==> src/rtl/layer_stream_pkg.sv <==
// Shared definitions for the layer output streamer.
// No logic; compile-time helpers and the FILL/DRAIN state encoding.
// Not applicable (package only).
//
// Contents: clog2 constant function, activation width derivation,
// minimum-one width helper, stream_state_t encoding.
package layer_stream_pkg;

    // Ceiling log2 for elaboration-time sizing; clog2(1) == 0.
    function automatic int clog2(input int value);
        int r;
        r = 0;
        for (int v = value - 1; v > 0; v = v >> 1) begin
            r++;
        end
        return r;
    endfunction

    // Activation width produced by a neuron with fan-in n.
    function automatic int act_length(input int n);
        return 16 + clog2(n);
    endfunction

    // Counter width that never collapses to zero bits.
    function automatic int width_min1(input int n);
        return (clog2(n) < 1) ? 1 : clog2(n);
    endfunction

    typedef enum logic {
        FILL  = 1'b0,
        DRAIN = 1'b1
    } stream_state_t;

endpackage

==> src/rtl/layer_output_streamer_requant8.sv <==
// Requantizer: right shift by SHIFT, then narrow to 8 bits.
// Latency: purely combinational, zero cycles.
// Backpressure: none; follows its input every cycle.
//
// Ports: din (LENGTH-bit unsigned activation), dout (8-bit element),
// clamp (only with LAYER_STREAMER_SAT_EN: shifted value exceeded 255).
// Build option LAYER_STREAMER_SAT_EN selects saturation instead of truncation.
module requant8
    import layer_stream_pkg::*;
#(
    parameter int LENGTH = 16,
    parameter int SHIFT  = 8
) (
    input  logic [LENGTH-1:0] din,
    output logic [7:0]        dout
`ifdef LAYER_STREAMER_SAT_EN
    ,
    output logic              clamp
`endif
);

`ifdef LAYER_STREAMER_SAT_EN
    logic [LENGTH-1:0] q;

    assign q     = din >> SHIFT;
    // Anything above bit 7 set means the value does not fit in 8 bits.
    assign clamp = |q[LENGTH-1:8];
    assign dout  = clamp ? 8'hFF : q[7:0];
`else
    // Plain truncation: keep the low byte of the shifted value.
    assign dout = 8'(din >> SHIFT);
`endif

endmodule

==> src/rtl/layer_output_streamer.sv <==
// Buffers one frame of M requantized activations, then streams it REPEAT times.
// Latency: first element valid the cycle after the M-th accept; 1 element/cycle.
// Backpressure: out_ready low holds out_data/out_last; act_ready low while draining.
//
// Ports: clk, rst (sync active-high); act_valid/act_in/act_ready (activation
// input); out_valid/out_data/out_ready/out_last (8-bit element stream);
// frame_done (pulse after final transfer of final pass); sat_seen (only with
// LAYER_STREAMER_SAT_EN: sticky clamp flag, cleared on rst or FILL entry).
module layer_output_streamer
    import layer_stream_pkg::*;
#(
    parameter  int N      = 1,
    parameter  int M      = 4,
    parameter  int SHIFT  = 8,
    parameter  int REPEAT = 1,
    localparam int LENGTH = act_length(N)
) (
    input  logic              clk,
    input  logic              rst,
    input  logic              act_valid,
    input  logic [LENGTH-1:0] act_in,
    output logic              act_ready,
    output logic              out_valid,
    output logic [7:0]        out_data,
    input  logic              out_ready,
    output logic              out_last,
    output logic              frame_done
`ifdef LAYER_STREAMER_SAT_EN
    ,
    output logic              sat_seen
`endif
);

    localparam int PTR_W  = width_min1(M);
    localparam int PASS_W = width_min1(REPEAT);

    stream_state_t     state_q;
    stream_state_t     state_d;
    logic [PTR_W-1:0]  wr_ptr;
    logic [PTR_W-1:0]  rd_ptr;
    logic [PASS_W-1:0] pass_q;
    logic [7:0]        frame_buf [M];
    logic [7:0]        q8;

    logic accept;
    logic xfer;
    logic wr_last;
    logic rd_last;
    logic pass_last;
    logic frame_end;

    // Reset forces the idle-facing view immediately: ready to fill, nothing valid.
    assign act_ready = rst | (state_q == FILL);
    assign out_valid = ~rst & (state_q == DRAIN);
    assign out_data  = out_valid ? frame_buf[rd_ptr] : 8'h00;
    assign out_last  = out_valid & rd_last;

    assign accept    = act_valid & act_ready;
    assign xfer      = out_valid & out_ready;
    assign wr_last   = (wr_ptr == PTR_W'(M - 1));
    assign rd_last   = (rd_ptr == PTR_W'(M - 1));
    assign pass_last = (pass_q == PASS_W'(REPEAT - 1));
    assign frame_end = xfer & rd_last & pass_last;

`ifdef LAYER_STREAMER_SAT_EN
    logic clamp;

    requant8 #(
        .LENGTH (LENGTH),
        .SHIFT  (SHIFT)
    ) u_requant (
        .din   (act_in),
        .dout  (q8),
        .clamp (clamp)
    );

    always_ff @(posedge clk) begin
        if (rst || frame_end) begin
            sat_seen <= 1'b0;
        end else if (accept && clamp) begin
            sat_seen <= 1'b1;
        end
    end
`else
    requant8 #(
        .LENGTH (LENGTH),
        .SHIFT  (SHIFT)
    ) u_requant (
        .din  (act_in),
        .dout (q8)
    );
`endif

    // State register.
    always_ff @(posedge clk) begin
        if (rst) begin
            state_q <= FILL;
        end else begin
            state_q <= state_d;
        end
    end

    // Next state: fill completes on the accept at the last slot, drain
    // completes on the last transfer of the last pass.
    always_comb begin
        state_d = state_q;
        case (state_q)
            FILL:    if (accept && wr_last) state_d = DRAIN;
            DRAIN:   if (frame_end)         state_d = FILL;
            default: state_d = FILL;
        endcase
    end

    // Pointers, pass counter and completion pulse.
    always_ff @(posedge clk) begin
        if (rst) begin
            wr_ptr     <= '0;
            rd_ptr     <= '0;
            pass_q     <= '0;
            frame_done <= 1'b0;
        end else begin
            frame_done <= frame_end;
            if (accept) begin
                wr_ptr <= wr_last ? '0 : wr_ptr + PTR_W'(1);
            end
            if (xfer) begin
                if (rd_last) begin
                    rd_ptr <= '0;
                    pass_q <= pass_last ? '0 : pass_q + PASS_W'(1);
                end else begin
                    rd_ptr <= rd_ptr + PTR_W'(1);
                end
            end
        end
    end

    // Frame storage; contents are don't-care until written, so no reset.
    always_ff @(posedge clk) begin
        if (!rst && accept) begin
            frame_buf[wr_ptr] <= q8;
        end
    end

endmodule

==> config.mk <==
export PLATFORM = sky130hd
export DESIGN_NAME = layer_output_streamer
export DESIGN_NICKNAME = d
export VERILOG_FILES = /design/src/rtl/layer_stream_pkg.sv /design/src/rtl/layer_output_streamer_requant8.sv /design/src/rtl/layer_output_streamer.sv
export SDC_FILE = /design/constraint.sdc
export NUM_CORES = 1
export LEC_CHECK = 0
export CORE_UTILIZATION = 30
export DETAILED_ROUTE_END_ITERATION = 10
export GPL_TIMING_DRIVEN = 0
export SETUP_SLACK_MARGIN = 0.3
export SYNTH_ARGS = -nofsm -noshare
export SYNTH_HDL_FRONTEND = slang
export SYNTH_SLANG_ARGS = --single-unit
==> constraint.sdc <==
create_clock -name clk -period 1.6 [get_ports clk]
set_clock_uncertainty 0.15 [all_clocks]
set_input_delay 0.32 -clock clk [delete_from_list [all_inputs] [get_ports clk]]
set_output_delay 0.32 -clock clk [all_outputs]
set_load 0.02 [all_outputs]
==> flow_summary.toml, run 1 <==
[floorplanning]
core_um2 = 5172
placementRows = 26
dieArea_um2 = 5703
start_util_pct = 31.35
die_y_um = 75.52
io_pins = 32
die-width_um = 75.52

[clocking]
clock_latency_ns = 0.29
cts_buffer_depth = 2
htreeDepth = 2
numCtsBuffers = 5
clkTransAtPathRegs_ns = 0.08
clockRootBuffer = "clkbuf_8"
cts-hold-fix-buffers = 0
clock_sinks = 40
tritoncts = "built"

[critical_path]
critPathMaxFanout = 8
r2r_start = "state_q$_SDFF_PP0_"
rrSetupSlack_ns = -0.04
critPathTopFamily = "simple AND/OR/NAND/NOR gates"
reg2reg_depth = 6
critPathCaptureType = "output port"
r2r_end = "frame_buf[1][5]$_DFFE_PP_"
cp.arrival_ns = 1.45
path_class = "reg -> out"
required_ns = 1.13
critPathLaunchType = "flip-flop"
crit_path_max_incr_delay_ns = 0.35
crit_chain = "nor2b_4 > nand2b_4 > buf_12 > o22ai_4 > buf_6"
cp_slowest_cell = "dfxtp_4"
cp.buffers_inverters = 2

[routing]
drc = 0
drtIter0Drc = 38
post_drt_wl_per_cell_um = 15.59
antenna_left = 0
routed_wl_um = 3305
vias = 994
first_pass_iters = 4
post_drt_via_cell_ratio = 4.689

[sta]
setup_viol_count_final = 43
fin_setup_tns_ns = -3.258
finalHoldViolations = 0
finalCritPeriodShare_pct = 120.1
slew_viol_final = 0
worst_pin_slew_ns = 0.2483
rsz0062_at_grt = "yes"
maxSlewHeadroom_pct = 83.41
fin_crit_ns = 1.922
timing.fmax_mhz = 520.4
fin_ws_ns = -0.3216
holdWs_ns = 0.1160

[yosys]
async_reset_ff_share_pct = 0
synth_flop_cell = "edfxtp_1"
yosysWarnings = 0
syn_nets = 128
synth-seq-cells = 40
synthCells = 103
synthTopCellsByArea = "edfxtp_1 59%, mux2i_1 12%, dfxtp_1 9.9%, ha_1 3.9%, o22ai_1 2.7%"
yosysSeqAreaShare_pct = 69.14
avgSynthCellArea_um2 = 15.74
synth_edf_count = 32
yosys.area.top_type_share_pct = 59.26
yosysTopAreaCell = "edfxtp_1"
syn_area_um2 = 1622
ys_types = 22

[pwr]
cellPowerDensity_nw_per_um2 = 819.3
power.leakage_nw = 0.8297
ir_worst_vdd_v = 0.0003924

[worst_hold_path]
hp-start = "rst"
holdCritPathClass = "in -> reg"
holdPathStages = 2

[placement]
place_hpwl_um = 1921
finalWeightedCongestion = 0.7708
port_buffers = 22
post-place-ws_ns = -0.6225
placedCellCount = 195

[finish]
drive_gt1_share_pct = 51.41
multi_input_area_um2 = 814.5
antenna_cells = 0
stdcell_count = 212
finalNetCount = 166
area_growth_pct = 58.02
ff_latch_area_um2 = 1126
fillerInstances = 419

[grt]
first_global_vias = 1041
grt_pass1_wl_um = 5147
grt_remaining_overflow = 0
grt_usage_pct = 12.98
antenna_found_initial = 0
grt_max_degree = 13

[flow_run]
maxCapViolations = 0

[status]
outcome = "complete, but fails checks"
violations = "setup timing"
[kinds of logic after synthesis]
logic type | after synthesis | share of synthesized area (%)
AO/OA/AOI/OAI | 12 | 4.938
adder cells (fa/ha/maj) | 5 | 3.858
buffers and inverters | 7 | 3.163
flip-flops | 40 | 69.14
multiplexers | 19 | 11.73
AND/OR/NAND/NOR | 20 | 7.176
[stage by stage]
stage / util, % / instance area [um^2] / total power, mW
after floorplan: - / 1750 / 1.247
after global placement: 39.79 / 2058 / 1.294
after detailed placement: 39.79 / 2058 / 1.301
after CTS: 48.69 / 2519 / 2.114
after global routing: 49.54 / 2562 / 2.166
final: 49.54 / 2562 / 2.100
[worst max-delay path by stage]
stage	start	to	cells past startpoint
CTS	state_q$_SDFF_PP0_	out_data[6]	5
global route	state_q$_SDFF_PP0_	out_data[6]	5
detailed placement	state_q$_SDFF_PP0_	out_data[4]	4
finish	state_q$_SDFF_PP0_	out_data[6]	5
floorplan	rst	out_data[0]	4
global placement	state_q$_SDFF_PP0_	out_data[3]	4
[metal layers]
layer	track usage [%]	vias up	wire, um
met2	24.90	27	1836
met5	0	-	0
met3	4.101	4	138
met4	3.498	0	23
met1	13.58	497	1307
li1	-	466	-
[cells in the mapped netlist (2+ instances only)]
| master | instances |
|---|---|
| a21oi_1 | 3 |
| ha_1 | 5 |
| nor2_1 | 7 |
| dfxtp_1 | 8 |
| nand2_1 | 2 |
| buf_4 | 2 |
| edfxtp_1 | 32 |
| mux2i_1 | 19 |
| o22ai_1 | 7 |
| and3_1 | 4 |
| inv_1 | 3 |
[power breakdown]
part           internal [mW]  total [mW]  switching (mW)
Combinational         0.0737       0.140          0.0661
Clock                  0.463       0.790           0.327
Sequential              1.15        1.17          0.0196
Total                   1.69        2.10           0.413
[flip-flops by register name (all words and copies together) (netlist names), named ones only]
name and cells:
frame_done 1, frame_buf 32, state_q 1, wr_ptr 2
rd_ptr 2
[repair_timing]
item | 4_1_cts | 5_1_grt
cloned | 1 | 0
setup endpoints to repair | 45 | 50
gates resized for setup | 115 | 17
pin swaps | 12 | 11
setup buffers | 6 | 2
[area by class of cell]
cell class | instances | share of cell area (%)
multi-input combinational | 56 | 31.79
buffer | 4 | 2.539
sequential | 40 | 43.95
clock buffer | 6 | 2.832
clock inverter | 2 | 1.367
inverter | 3 | 0.4395
tap | 70 | 3.418
timing repair buffer | 31 | 13.67
[layout by cell type, fill, tap and decap left out, types with 3 or more instances in the layout]
master and count:
and3_4 4, edfxtp_1 32, nor2_1 6, clkbuf_8 6
dfxtp_1 6, mux2i_4 16, buf_6 18, o22ai_4 8
clkdlybuf4s50_1 9, a21oi_1 3, buf_12 3, ha_1 5
Note: power is estimated with default switching activity, not from simulation.
==> run 2, diff against run 1 <==
--- a/config.mk
+++ b/config.mk
@@ -12,3 +12,4 @@
 export SYNTH_ARGS = -nofsm -noshare
 export SYNTH_HDL_FRONTEND = slang
 export SYNTH_SLANG_ARGS = --single-unit
+export TNS_END_PERCENT = 30
==> flow_summary.toml, run 2 (synthesis results as in run 1) <==
[status]
outcome = "complete, but fails checks"
violations = "setup timing"

[pwr]
clockPowerShare_pct = 32.5
intPower_mw = 1.523
switching_share_pct = 21.63
combPwrFrac_pct = 7.3
cellPowerDensity_nw_per_um2 = 774.8
power.leakage_nw = 0.8198
p_switching_uw = 420.2
p_seq_share_pct = 60.2
p_total_mw = 1.943
ir_worst_vdd_v = 0.0003866

[floorplanning]
start_util_pct = 31.35
placementRows = 26
die-width_um = 75.52
die_y_um = 75.52
io_pins = 32
dieArea_um2 = 5703
core_um2 = 5172

[clocking]
numCtsBuffers = 5
clkTransAtPathRegs_ns = 0.07
clockRootBuffer = "clkbuf_8"
tritoncts = "built"
clock_sinks = 40
clock_latency_ns = 0.28
cts-hold-fix-buffers = 0
htreeDepth = 2
cts_buffer_depth = 2

[critical_path]
required_ns = 1.13
cp.arrival_ns = 1.41
critPathLaunchType = "flip-flop"
critPathCaptureType = "output port"
critPathMaxFanout = 8
path_class = "reg -> out"

[finish]
final_common_cell = "edfxtp_1"
fin_util_pct = 48.48
largest_reg_flops = 32
finalNetCount = 168
ff_latch_area_um2 = 1129
fillerInstances = 426
multi_input_area_um2 = 795.8
layout_common_cells = "32 x edfxtp_1, 15 x mux2i_4, 12 x buf_6, 9 x clkdlybuf4s50_1, 8 x o22ai_4"
antenna_cells = 0
reg_top3 = "frame_buf x32, rd_ptr x2, wr_ptr x2"
regMostFlops = "frame_buf"
area_growth_pct = 54.63
drive_gt1_share_pct = 52.08

[grt]
grt_remaining_overflow = 0
first_global_vias = 1043
grt_pass1_wl_um = 4836
grt_max_degree = 13
grt_usage_pct = 12.30
antenna_found_initial = 0

[sta]
rsz0062_at_grt = "yes"
fin_setup_tns_ns = -2.997
fin_crit_ns = 1.879
slew_viol_final = 0
finalHoldViolations = 0
setup_viol_count_final = 19
fin_ws_ns = -0.2792
worst_pin_slew_ns = 0.2280
timing.fmax_mhz = 532.1
finalCritPeriodShare_pct = 117.5
maxSlewHeadroom_pct = 84.50

[placement]
port_buffers = 22
place_hpwl_um = 1982
finalWeightedCongestion = 0.6938
post-place-ws_ns = -0.6312

[routing]
post_drt_via_cell_ratio = 4.500
drtIter0Drc = 60
first_pass_iters = 4
drc = 0
post_drt_wl_per_cell_um = 14.43
vias = 963
antenna_left = 0
routed_wl_um = 3087

[worst_hold_path]
holdCritPathClass = "in -> reg"

[flow_run]
maxCapViolations = 0
[run 2: cell count changes in the layout (fill, tap and decap cells not counted), sizes merged]
| cell | previous run | this run |
|---|---|---|
| clkdlybuf4s15 | 0 | 1 |
| buf | 24 | 25 |
| clkinv | 1 | 3 |
| clkbuf | 7 | 6 |
| bufinv | 1 | 0 |
[run 2: per-layer routing]
| layer | part of all wire (%) | vias up | global-route usage [%] |
|---|---|---|---|
| met3 | 5.5 | 3 | 3.571 |
| met1 | 42 | 461 | 13.40 |
| li1 | - | 472 | - |
| met2 | 51 | 27 | 22.02 |
| met4 | 0.97 | 0 | 5.761 |
| met5 | 0 | - | 0 |
[run 2: power groups by stage]
stage / clock [mW] / combinational, mW / sequential, mW
5_1_grt: 0.692 / 0.152 / 1.17
3_3_place_gp: 0 / 0.109 / 1.18
3_5_place_dp: 0 / 0.114 / 1.19
2_1_floorplan: 0 / 0.0620 / 1.18
6_report: 0.631 / 0.141 / 1.17
4_1_cts: 0.648 / 0.137 / 1.17
[run 2: critical path, stage by stage (launching register included)]
cell	delay (ns)
dfxtp_4	0.35
nor2b_4	0.26
nand2b_4	0.08
buf_12	0.16
o22ai_4	0.14
buf_6	0.13
[run 2: path summary, 6_finish.rpt]
| path | from | to | slack (ns) | depth (start not counted) |
|---|---|---|---|---|
| max | state_q$_SDFF_PP0_ | out_data[6] | -0.28 | 5 |
| min | rst | wr_ptr[0]$_SDFFE_PP0P_ | 0.11 | 2 |
| max reg2reg | state_q$_SDFF_PP0_ | frame_buf[0][3]$_DFFE_PP_ | -0.07 | 7 |
| min reg2reg | rd_ptr[1]$_SDFFE_PP0P_ | flip-flop | 0.34 | 2 |
[run 2: stage by stage]
step	area, um^2	instances	hold slack, ns
after CTS	2459	213	0.1053
after detailed placement	2043	195	0.3355
after floorplan	1735	103	0.2689
final	2507	214	0.1069
after global placement	2043	195	0.3242
after global routing	2507	214	0.09789
[run 2: final cells by class]
class                      count  share of cell area, %
multi-input combinational     56                  31.74
clock buffer                   5                  2.745
timing repair buffer          33                  13.42
buffer                         4                  2.595
tap                           70                  3.493
sequential                    40                  45.01
clock inverter                 3                 0.5489
inverter                       3                 0.4491
[run 2: what timing repair did]
action,in CTS,in global routing
endpoints found under the setup margin,44,47
endpoints found under the hold margin,0,0
resized for setup,116,8
pin swaps,6,17
setup buffers,9,1
cloned,1,0
